<file path="config.mk">
export PLATFORM = sky130hd
export DESIGN_NAME = weighted_mean_ctrl
export DESIGN_NICKNAME = d
export VERILOG_FILES = /design/src/rtl/weighted_mean_pkg.sv /design/src/rtl/wm_serial_div.sv /design/src/rtl/weighted_mean_ctrl.sv
export SDC_FILE = /design/constraint.sdc
export NUM_CORES = 2
export LEC_CHECK = 0
export ABC_AREA = 1
export CORE_MARGIN = 5
export CORE_UTILIZATION = 50
export CTS_CLUSTER_DIAMETER = 100
export DETAILED_ROUTE_END_ITERATION = 10
export GPL_TIMING_DRIVEN = 0
export HOLD_SLACK_MARGIN = 0.15
export PLACE_DENSITY_LB_ADDON = 0.1
export SLEW_MARGIN = 20
export SYNTH_ARGS = -nofsm -noshare
export SYNTH_HDL_FRONTEND = slang
export SYNTH_HIERARCHICAL = 1
export SYNTH_SLANG_ARGS = --single-unit
</file>
<file path="constraint.sdc">
create_clock -name clk -period 22.7 [get_ports clk]
set_input_delay 4.54 -clock clk [delete_from_list [all_inputs] [get_ports clk]]
set_output_delay 4.54 -clock clk [all_outputs]
set_load 0.02 [all_outputs]
</file>
<file path="src/rtl/weighted_mean_pkg.sv">
// weighted_mean_pkg: shared widths, iteration count and FSM state type for weighted_mean_ctrl
package weighted_mean_pkg;
  localparam int DW_DEF    = 32;
  localparam int NCH_DEF   = 4;
  localparam int ACC_W     = 2 * DW_DEF + $clog2(NCH_DEF);
  localparam int WS_W      = DW_DEF + $clog2(NCH_DEF);
  localparam int DIV_ITERS = ACC_W;
  typedef enum logic [1:0] {IDLE, MAC, DIV, OUT} wm_state_e;
endpackage

</file>
<file path="src/rtl/wm_serial_div.sv">
// wm_serial_div: unsigned restoring divider, one quotient bit per cycle, MSB first
// Ports:
//   clk, reset : clock, synchronous active-high reset
//   start      : load num/den and begin dividing (one-cycle pulse)
//   num, den   : dividend (AW bits) and divisor (SW bits), sampled on start
//   done       : high in the cycle whose edge produces the final quotient bit
//   quot       : low DW quotient bits, valid together with done
module wm_serial_div
  import weighted_mean_pkg::*;
#(
  parameter int DW  = DW_DEF,
  parameter int NCH = NCH_DEF,
  localparam int AW = 2 * DW + $clog2(NCH),
  localparam int SW = DW + $clog2(NCH),
  localparam int CW = $clog2(AW + 1)
) (
  input  logic          clk,
  input  logic          reset,
  input  logic          start,
  input  logic [AW-1:0] num,
  input  logic [SW-1:0] den,
  output logic          done,
  output logic [DW-1:0] quot
);
  logic [AW-1:0] q_q, q_d;
  logic [SW-1:0] rem_q, rem_d, den_q, den_d;
  logic [CW-1:0] cnt_q, cnt_d;
  logic          run_q, run_d;
  logic [SW:0]   rem_sh;
  logic          ge;
  // The dividend register doubles as the quotient register: each step shifts
  // the next dividend bit into the remainder and the new quotient bit in at the LSB.
  assign rem_sh = {rem_q, q_q[AW-1]};
  assign ge     = rem_sh >= {1'b0, den_q};
  always_comb begin
    rem_d = start ? '0 : run_q ? SW'(ge ? rem_sh - {1'b0, den_q} : rem_sh) : rem_q;
    q_d   = start ? num : run_q ? {q_q[AW-2:0], ge} : q_q;
    den_d = start ? den : den_q;
    cnt_d = start ? '0 : run_q ? cnt_q + 1'b1 : cnt_q;
    run_d = start || (run_q && cnt_q != CW'(AW - 1));
  end
  assign done = run_q && cnt_q == CW'(AW - 1);
  assign quot = q_d[DW-1:0];
  always_ff @(posedge clk) begin
    if (reset) begin
      q_q   <= '0;
      rem_q <= '0;
      den_q <= '0;
      cnt_q <= '0;
      run_q <= 1'b0;
    end else begin
      q_q   <= q_d;
      rem_q <= rem_d;
      den_q <= den_d;
      cnt_q <= cnt_d;
      run_q <= run_d;
    end
  end
endmodule

</file>
<file path="src/rtl/weighted_mean_ctrl.sv">
// weighted_mean_ctrl: floor(sum(x_i*w_i)/sum(w_i)) over NCH channels, serial MAC then serial divide
// Ports:
//   clk, reset            : clock, synchronous active-high reset
//   in_valid/in_ready     : input handshake; x_in/w_in captured when both high
//   x_in, w_in            : packed unsigned samples/weights, channel i at [i*DW +: DW]
//   out_valid/out_ready   : result handshake; mean/div_by_zero held until accepted
//   mean                  : truncated weighted mean (0 when all weights are zero)
//   div_by_zero           : every weight was zero
//   busy                  : FSM outside IDLE
module weighted_mean_ctrl
  import weighted_mean_pkg::*;
#(
  parameter int DW  = DW_DEF,
  parameter int NCH = NCH_DEF,
  localparam int AW = 2 * DW + $clog2(NCH),
  localparam int SW = DW + $clog2(NCH),
  localparam int IW = (NCH > 1) ? $clog2(NCH) : 1
) (
  input  logic              clk,
  input  logic              reset,
  input  logic              in_valid,
  output logic              in_ready,
  input  logic [NCH*DW-1:0] x_in,
  input  logic [NCH*DW-1:0] w_in,
  output logic              out_valid,
  input  logic              out_ready,
  output logic [DW-1:0]     mean,
  output logic              div_by_zero,
  output logic              busy
);
  wm_state_e         state_q, state_d;
  logic [NCH*DW-1:0] x_q, x_d, w_q, w_d;
  logic [AW-1:0]     acc_q, acc_d;
  logic [SW-1:0]     wsum_q, wsum_d;
  logic [IW-1:0]     idx_q, idx_d;
  logic [DW-1:0]     mean_q, mean_d;
  logic              dz_q, dz_d;
  logic [DW-1:0]     x_sel, w_sel, div_quot;
  logic [2*DW-1:0]   prod;
  logic              last, div_start, div_done;
  // Single shared multiplier, fed by the channel selected by idx_q.
  assign x_sel = x_q[idx_q*DW +: DW];
  assign w_sel = w_q[idx_q*DW +: DW];
  assign prod  = {{DW{1'b0}}, x_sel} * {{DW{1'b0}}, w_sel};
  assign last  = idx_q == IW'(NCH - 1);
  always_comb begin
    state_d   = state_q;
    x_d       = x_q;
    w_d       = w_q;
    acc_d     = acc_q;
    wsum_d    = wsum_q;
    idx_d     = idx_q;
    mean_d    = mean_q;
    dz_d      = dz_q;
    div_start = 1'b0;
    case (state_q)
      IDLE: if (in_valid) begin
        state_d = MAC;
        x_d     = x_in;
        w_d     = w_in;
        acc_d   = '0;
        wsum_d  = '0;
        idx_d   = '0;
      end
      MAC: begin
        acc_d  = acc_q + AW'(prod);
        wsum_d = wsum_q + SW'(w_sel);
        idx_d  = last ? '0 : idx_q + 1'b1;
        // The divider is loaded straight from the final accumulator sums so
        // its first iteration lands on the very next edge.
        if (last) begin
          state_d   = (wsum_d == '0) ? OUT : DIV;
          div_start = wsum_d != '0;
          mean_d    = '0;
          dz_d      = wsum_d == '0;
        end
      end
      DIV: if (div_done) begin
        state_d = OUT;
        mean_d  = div_quot;
      end
      OUT: if (out_ready) state_d = IDLE;
      default: state_d = IDLE;
    endcase
  end
  wm_serial_div #(.DW(DW), .NCH(NCH)) u_div (
    .clk   (clk),
    .reset (reset),
    .start (div_start),
    .num   (acc_d),
    .den   (wsum_d),
    .done  (div_done),
    .quot  (div_quot)
  );
  assign in_ready    = state_q == IDLE;
  assign busy        = state_q != IDLE;
  assign out_valid   = state_q == OUT;
  assign mean        = mean_q;
  assign div_by_zero = dz_q;
  always_ff @(posedge clk) begin
    if (reset) begin
      state_q <= IDLE;
      x_q     <= '0;
      w_q     <= '0;
      acc_q   <= '0;
      wsum_q  <= '0;
      idx_q   <= '0;
      mean_q  <= '0;
      dz_q    <= 1'b0;
    end else begin
      state_q <= state_d;
      x_q     <= x_d;
      w_q     <= w_d;
      acc_q   <= acc_d;
      wsum_q  <= wsum_d;
      idx_q   <= idx_d;
      mean_q  <= mean_d;
      dz_q    <= dz_d;
    end
  end
endmodule

</file>
# After elaboration in Yosys (flattened, before gate mapping)
# Cells that the tools add are included.
[classes] addsub=5 bitwise=0 shifts=2 n_mux=21 multipliers=1 n_reduce_logical=16 magnitude_cmp=1 n_eq_ne=10 n_div=0
[op_table] op="128-bit by 8-bit variable part select with 32-bit output" n=2
[op_table] op="66-bit two-way mux" n=3
[op_table] op="66-bit one-hot mux with 2 select lines" n=1
[op_table] op="34-bit two-way mux" n=2
[op_table] op="34-bit one-hot mux with 2 select lines" n=1
[op_table] op="66-bit by 64-bit adder with 66-bit output" n=1
[op_table] op="32-bit by 32-bit multiplier with 64-bit output" n=1
[op_table] op="32-bit two-way mux" n=2
[op_table] op="32-bit one-hot mux with 2 select lines" n=1
[op_table] op="35-bit by 34-bit greater-or-equal comparator with 1-bit output" n=1
[op_table] op="34-bit by 32-bit adder with 34-bit output" n=1
[op_table] op="34-bit logical NOT" n=1
[op_table] op="34-bit nonzero test" n=1
[op_table] op="34-bit subtractor" n=1
[op_table] op="2-bit two-way mux" n=6
[op_table] op="2-bit one-hot mux with 4 select lines" n=1
[op_table] op="2-bit nonzero test" n=4
[op_table] op="7-bit by 1-bit adder with 7-bit output, second input constant" n=1
[op_table] op="7-bit equality test, second input constant" n=1
[op_table] op="7-bit inequality test, second input constant" n=1
[op_table] op="2-bit equality test, second input constant" n=3
[op_table] op="2-bit inequality test, second input constant" n=3
[op_table] op="2-bit AND reduction" n=3
[op_table] op="2-bit one-hot mux with 2 select lines" n=1
[op_table] op="10 further kinds" n=13
[totals] ramBits=0 input_bits=260 latch_bits=0 register_bits=535 memories=0 rom_bits=0

# Logic depth before layout (Yosys ltp)
[depth] depth_word=8 mapped_depth=42 ltp_nobuf=37

# Modules after synthesis
# Netlist, hierarchy kept.
[modules_own_cells] mod="weighted_mean_ctrl" area_per_inst_um2=53597.7 instances=1 cells_each=7112 seq_area_each_um2=7867.5
[modules_own_cells] mod="wm_serial_div" area_per_inst_um2=9123.8 instances=1 cells_each=1400 seq_area_each_um2=2842.7

# Worst setup path after synthesis
# OpenSTA, ideal clock, no wires.
[synth_timing] kind="reg-to-reg" start="register idx_q[1]" end="register mean_q[27] (netlist: mean[27])" stages_incl_launch_ff=38 arrival_ps=7684 path_buffers=5 setup_ps=70 setup_slack_ps=14946 synth_period_minus_slack_ps=7754 path_cell_list="dfxtp_1 -> inv_2 -> buf_2 -> buf_2 -> buf_2 -> a21oi_1 -> a32oi_1 -> buf_2 -> nand2_1 -> fa_1 -> fa_1 -> inv_1 -> fa_1 -> inv_1 -> fa_1 -> inv_1 -> fa_1 -> inv_1 -> (+2 left out) -> fa_1 -> inv_1 -> fa_1 -> inv_1 -> ha_1 -> a21oi_1 -> o21ai_0 -> a21o_1 -> a21oi_1 -> o21ai_1 -> a21oi_1 -> o21ai_0 -> nand2_1 -> inv_1 -> o21ai_0 -> buf_4 -> nand3_1 -> a21oi_1"
[synth_via] word_cells_on_any_way=15
[synth_rtl] element="start: declaration" line_no="weighted_mean_ctrl.sv:35" rtl="logic [IW-1:0] idx_q, idx_d;"
[synth_rtl] element="start signal: assignment" line_no="weighted_mean_ctrl.sv:116" rtl="idx_q <= idx_d;"
[synth_rtl] element="128-bit by 8-bit variable part select with 32-bit output, on equally long branches" line_no="weighted_mean_ctrl.sv:42, weighted_mean_ctrl.sv:43"
[synth_rtl] element="32-bit by 32-bit multiplier with 64-bit output *" line_no="weighted_mean_ctrl.sv:44" rtl="assign prod = {{DW{1'b0}}, x_sel} * {{DW{1'b0}}, w_sel};"
[synth_rtl] element="66-bit by 64-bit adder with 66-bit output *" line_no="weighted_mean_ctrl.sv:66" rtl="acc_d = acc_q + AW'(prod);"
[synth_rtl] element="66-bit one-hot mux with 2 select lines *" line_no="weighted_mean_ctrl.sv:56" rtl="case (state_q)"
[synth_rtl] element="via acc_d[27]" line_no="weighted_mean_ctrl.sv:33" rtl="logic [AW-1:0] acc_q, acc_d;"
[synth_rtl] element="66-bit two-way mux *" line_no="wm_serial_div.sv:37" rtl="q_d = start ? num : run_q ? {q_q[AW-2:0], ge} : q_q;"
[synth_rtl] element="via u_div.q_d[27]" line_no="wm_serial_div.sv:25" rtl="logic [AW-1:0] q_q, q_d;"
[synth_rtl] element="32-bit two-way mux *" line_no="weighted_mean_ctrl.sv:78" rtl="DIV: if (div_done) begin"
[synth_rtl] element="32-bit one-hot mux with 2 select lines *" line_no="weighted_mean_ctrl.sv:56"
[synth_rtl] element="end signal: assignment" line_no="weighted_mean_ctrl.sv:117" rtl="mean_q <= mean_d;"
[synth_rtl] element="end: declaration" line_no="weighted_mean_ctrl.sv:36" rtl="logic [DW-1:0] mean_q, mean_d;"
# Mark *: on every way through the listed nets, which the timed path passes. The rest lies on a longest branch. The select of a mux whose other input is x is not followed.
# A chain may end at the register's enable or synchronous reset.

# Worst setup path after layout
[layout_timing] start="register idx_q[0]" end="register mean_q[24] (netlist: mean[24])"
# Same word-level chain as after synthesis.

==> summary.txt <==
Worst R2R Start: idx_q[0]$_SDFFE_PP0P_
cell taking the most area after synthesis: fa_1
post-synth net total: 10100
slowest cell on the critical path: o21ai_1
DP Wirelength: 231000 microns
R2R Setup Slk: 10.71 ns
Max clock buf depth: 3
CTS tree: yes
Final setup viols: 0
startpoint types: flip-flop
area share of the largest cell type after synthesis: 0.308
DRC Markers: 0
Post-synth EDFFs: 0
cells after synthesis: 8512
I/O pin cnt: 296
sequential area share after synthesis: 0.171
top cells by area, synth: fa_1, dfxtp_1, nand2_1, inv_1, nor2_1
clock sinks: 535
Post-Syn Area: 0.0627 sq mm
drt via density: 5.64
Worst EP arrival: 12.58 ns
MaxCap Viol Count: 0
Total Routing Usage GR: 0.417
Layout Area Growth over Synthesis: 12.1%
DR WL/cell: 26.1 microns
critical path class: flip-flop to flip-flop
final wirelength: 277000 microns
Max Clock Freq: 83.4 MHz
Hold WC Path Type: flip-flop to flip-flop
number of CTS-inserted buffers: 61
Ys Warns: 6
FF-to-FF path depth: 33
Period minus WS final: 11.99 ns
Syn Area/Cell: 7.37 sq um
Setup Buffers After CTS: 0
PortBufs: 294
CTS root buf: clkbuf_16
Worst-path clk slew: 0.06 ns
die height: 364 microns
synth unique cells: 49
Hold Violations, Final: 0
DR iter-0 viols: 6391
H-Tree Depth: 2
status: finished, final reports clean
ys async rst share: 0
worst relative slew slack: 0.145
Skew-Pair Late Insertion Delay: 0.71 ns
via count: 59800
fin nets: 10500
largest net degree at the start of global routing: 20
Die ar.: 0.133 sq mm
Worst-Margin Slew: 1.28 ns
router iterations before antenna repair: 8
setup_tns: 0 ns
share of layout cells above drive strength 1: 0.0545
worst setup path endpoint: mean[24]$_SDFFE_PP0P_
crit path capture type: flip-flop
routability congestion estimate: 1.04
PostCTS Resize Cnt: 0
Hold-fix buffers, CTS: 0
top cells by count, synth: nand2_1, inv_1, nor2_1, fa_1, dfxtp_1
most common cell in the netlist: nand2_1
chip width: 364 microns
row count: 130
Starting Density: 0.501
number of global-route vias before repair: 60300
initial antenna violation count: 27
slowest stage delay, CP: 0.99 ns
Post-DRT Antenna Nets: 0
Final Skew: 0.0567 ns
first-pass GRT wire length: 400000 microns
Critical Path Fanout Max: 10
r2r endpoint: mean[24]$_SDFFE_PP0P_
global route overflow: 0
required time of the critical path: 23.29 ns
flops & latches, synth: 535
ys flop type: dfxtp_1
Slew Viols, Final: 0
Placeable Area: 0.125 sq mm
hold_sp: mean[30]$_SDFFE_PP0P_
Tcrit/Tclk final: 0.528
fill count: 12300
Worst setup startpoint: idx_q[0]$_SDFFE_PP0P_
RSZ-0062 raised after global routing: false
state kept, by name, summed over array words and instances, names as in the netlist, 7 cells and up:
signal       flops
w_q            128
x_q            128
wsum_q          34
u_div/q_q       66
acc_q           66
u_div/den_q     34
mean            32
u_div/cnt_q      7
u_div/rem_q     34
critical path, delay by kind of cell (launching register included):
family                   cells  cell delay (ns)
adder cells (fa/ha/maj)      9             3.95
AND/OR/NAND/NOR              9             2.58
buffers and inverters       10             2.45
AO/OA/AOI/OAI                5             2.30
flip-flops                   1             0.51
cell families after synthesis:
kind of cell,count (synthesis),share of synthesized area
AOI/OAI and AO/OA,1074,0.0977
xor gates and xnor gates,28,0.00391
adders and majority gates,1290,0.373
DFF,535,0.171
and+or+nand+nor,3510,0.226
buffers and inverters,2075,0.129
placed cells by master (no fill, tap or decap), types with 36 or more instances in the layout:
| cell type | n |
|---|---|
| nand2_1 | 1708 |
| inv_1 | 1591 |
| nor2_1 | 1326 |
| fa_1 | 964 |
| dfxtp_1 | 535 |
| o21ai_0 | 473 |
| a21oi_1 | 413 |
| ha_1 | 326 |
| clkdlybuf4s50_1 | 294 |
| clkbuf_1 | 248 |
| nand3_1 | 224 |
| buf_2 | 121 |
| nand4_1 | 63 |
| clkbuf_16 | 61 |
| nor3_1 | 50 |
| buf_4 | 48 |
| inv_2 | 46 |
| or2_2 | 42 |
| a32oi_2 | 36 |
per-stage QoR:
stage | utilization | hold slack, ns | instance area, sq um | std cells | setup WS, ns
2_1_floorplan | - | 0.431 | 62700 | 8512 | 14.95
3_3_place_gp | 0.541 | 0.453 | 67700 | 10500 | 11.19
3_5_place_dp | 0.544 | 0.465 | 68100 | 10500 | 11.42
4_1_cts | 0.561 | 0.479 | 70200 | 10600 | 11.29
5_1_grt | 0.562 | 0.496 | 70300 | 10600 | 10.63
6_report | 0.562 | 0.477 | 70300 | 10600 | 10.71
how the worst min path moves through the flow:
stage	to	slack [ns]	cells after the start
finish	mean[30]$_SDFFE_PP0P_	0.48	2
global route	mean[2]$_SDFFE_PP0P_	0.50	2
CTS	mean[23]$_SDFFE_PP0P_	0.48	2
detailed placement	mean[25]$_SDFFE_PP0P_	0.47	2
global placement	u_div/q_q[64]$_SDFFE_PP0P_	0.45	2
floorplan	u_div/q_q[32]$_SDFFE_PP0P_	0.43	2
metal layers:
layer | global-route usage | vias to the layer above | wire, microns
met5 | 0 | - | 163
met4 | 0.254 | 12 | 21100
met3 | 0.138 | 821 | 32200
met2 | 0.634 | 3240 | 117000
met1 | 0.516 | 29200 | 106000
li1 | - | 26600 | -
layout make-up:
| type | count | area (sq um) | share of cell area |
|---|---|---|---|
| repair buffers | 326 | 3240 | 0.0461 |
| clock inverters | 28 | 382 | 0.00543 |
| inverters | 1643 | 6170 | 0.0877 |
| multi-input cells | 5902 | 44000 | 0.626 |
| diodes | 15 | 37.5 | 0.000534 |
| clock buffers | 85 | 1750 | 0.0249 |
| plain buffers | 432 | 1930 | 0.0275 |
| well taps | 1650 | 2060 | 0.0294 |
| flip-flops and latches | 535 | 10700 | 0.152 |
Power is left out: the tool's default activity adds up to more than one toggle a clock period on the data nets, which glitch-free logic cannot reach.
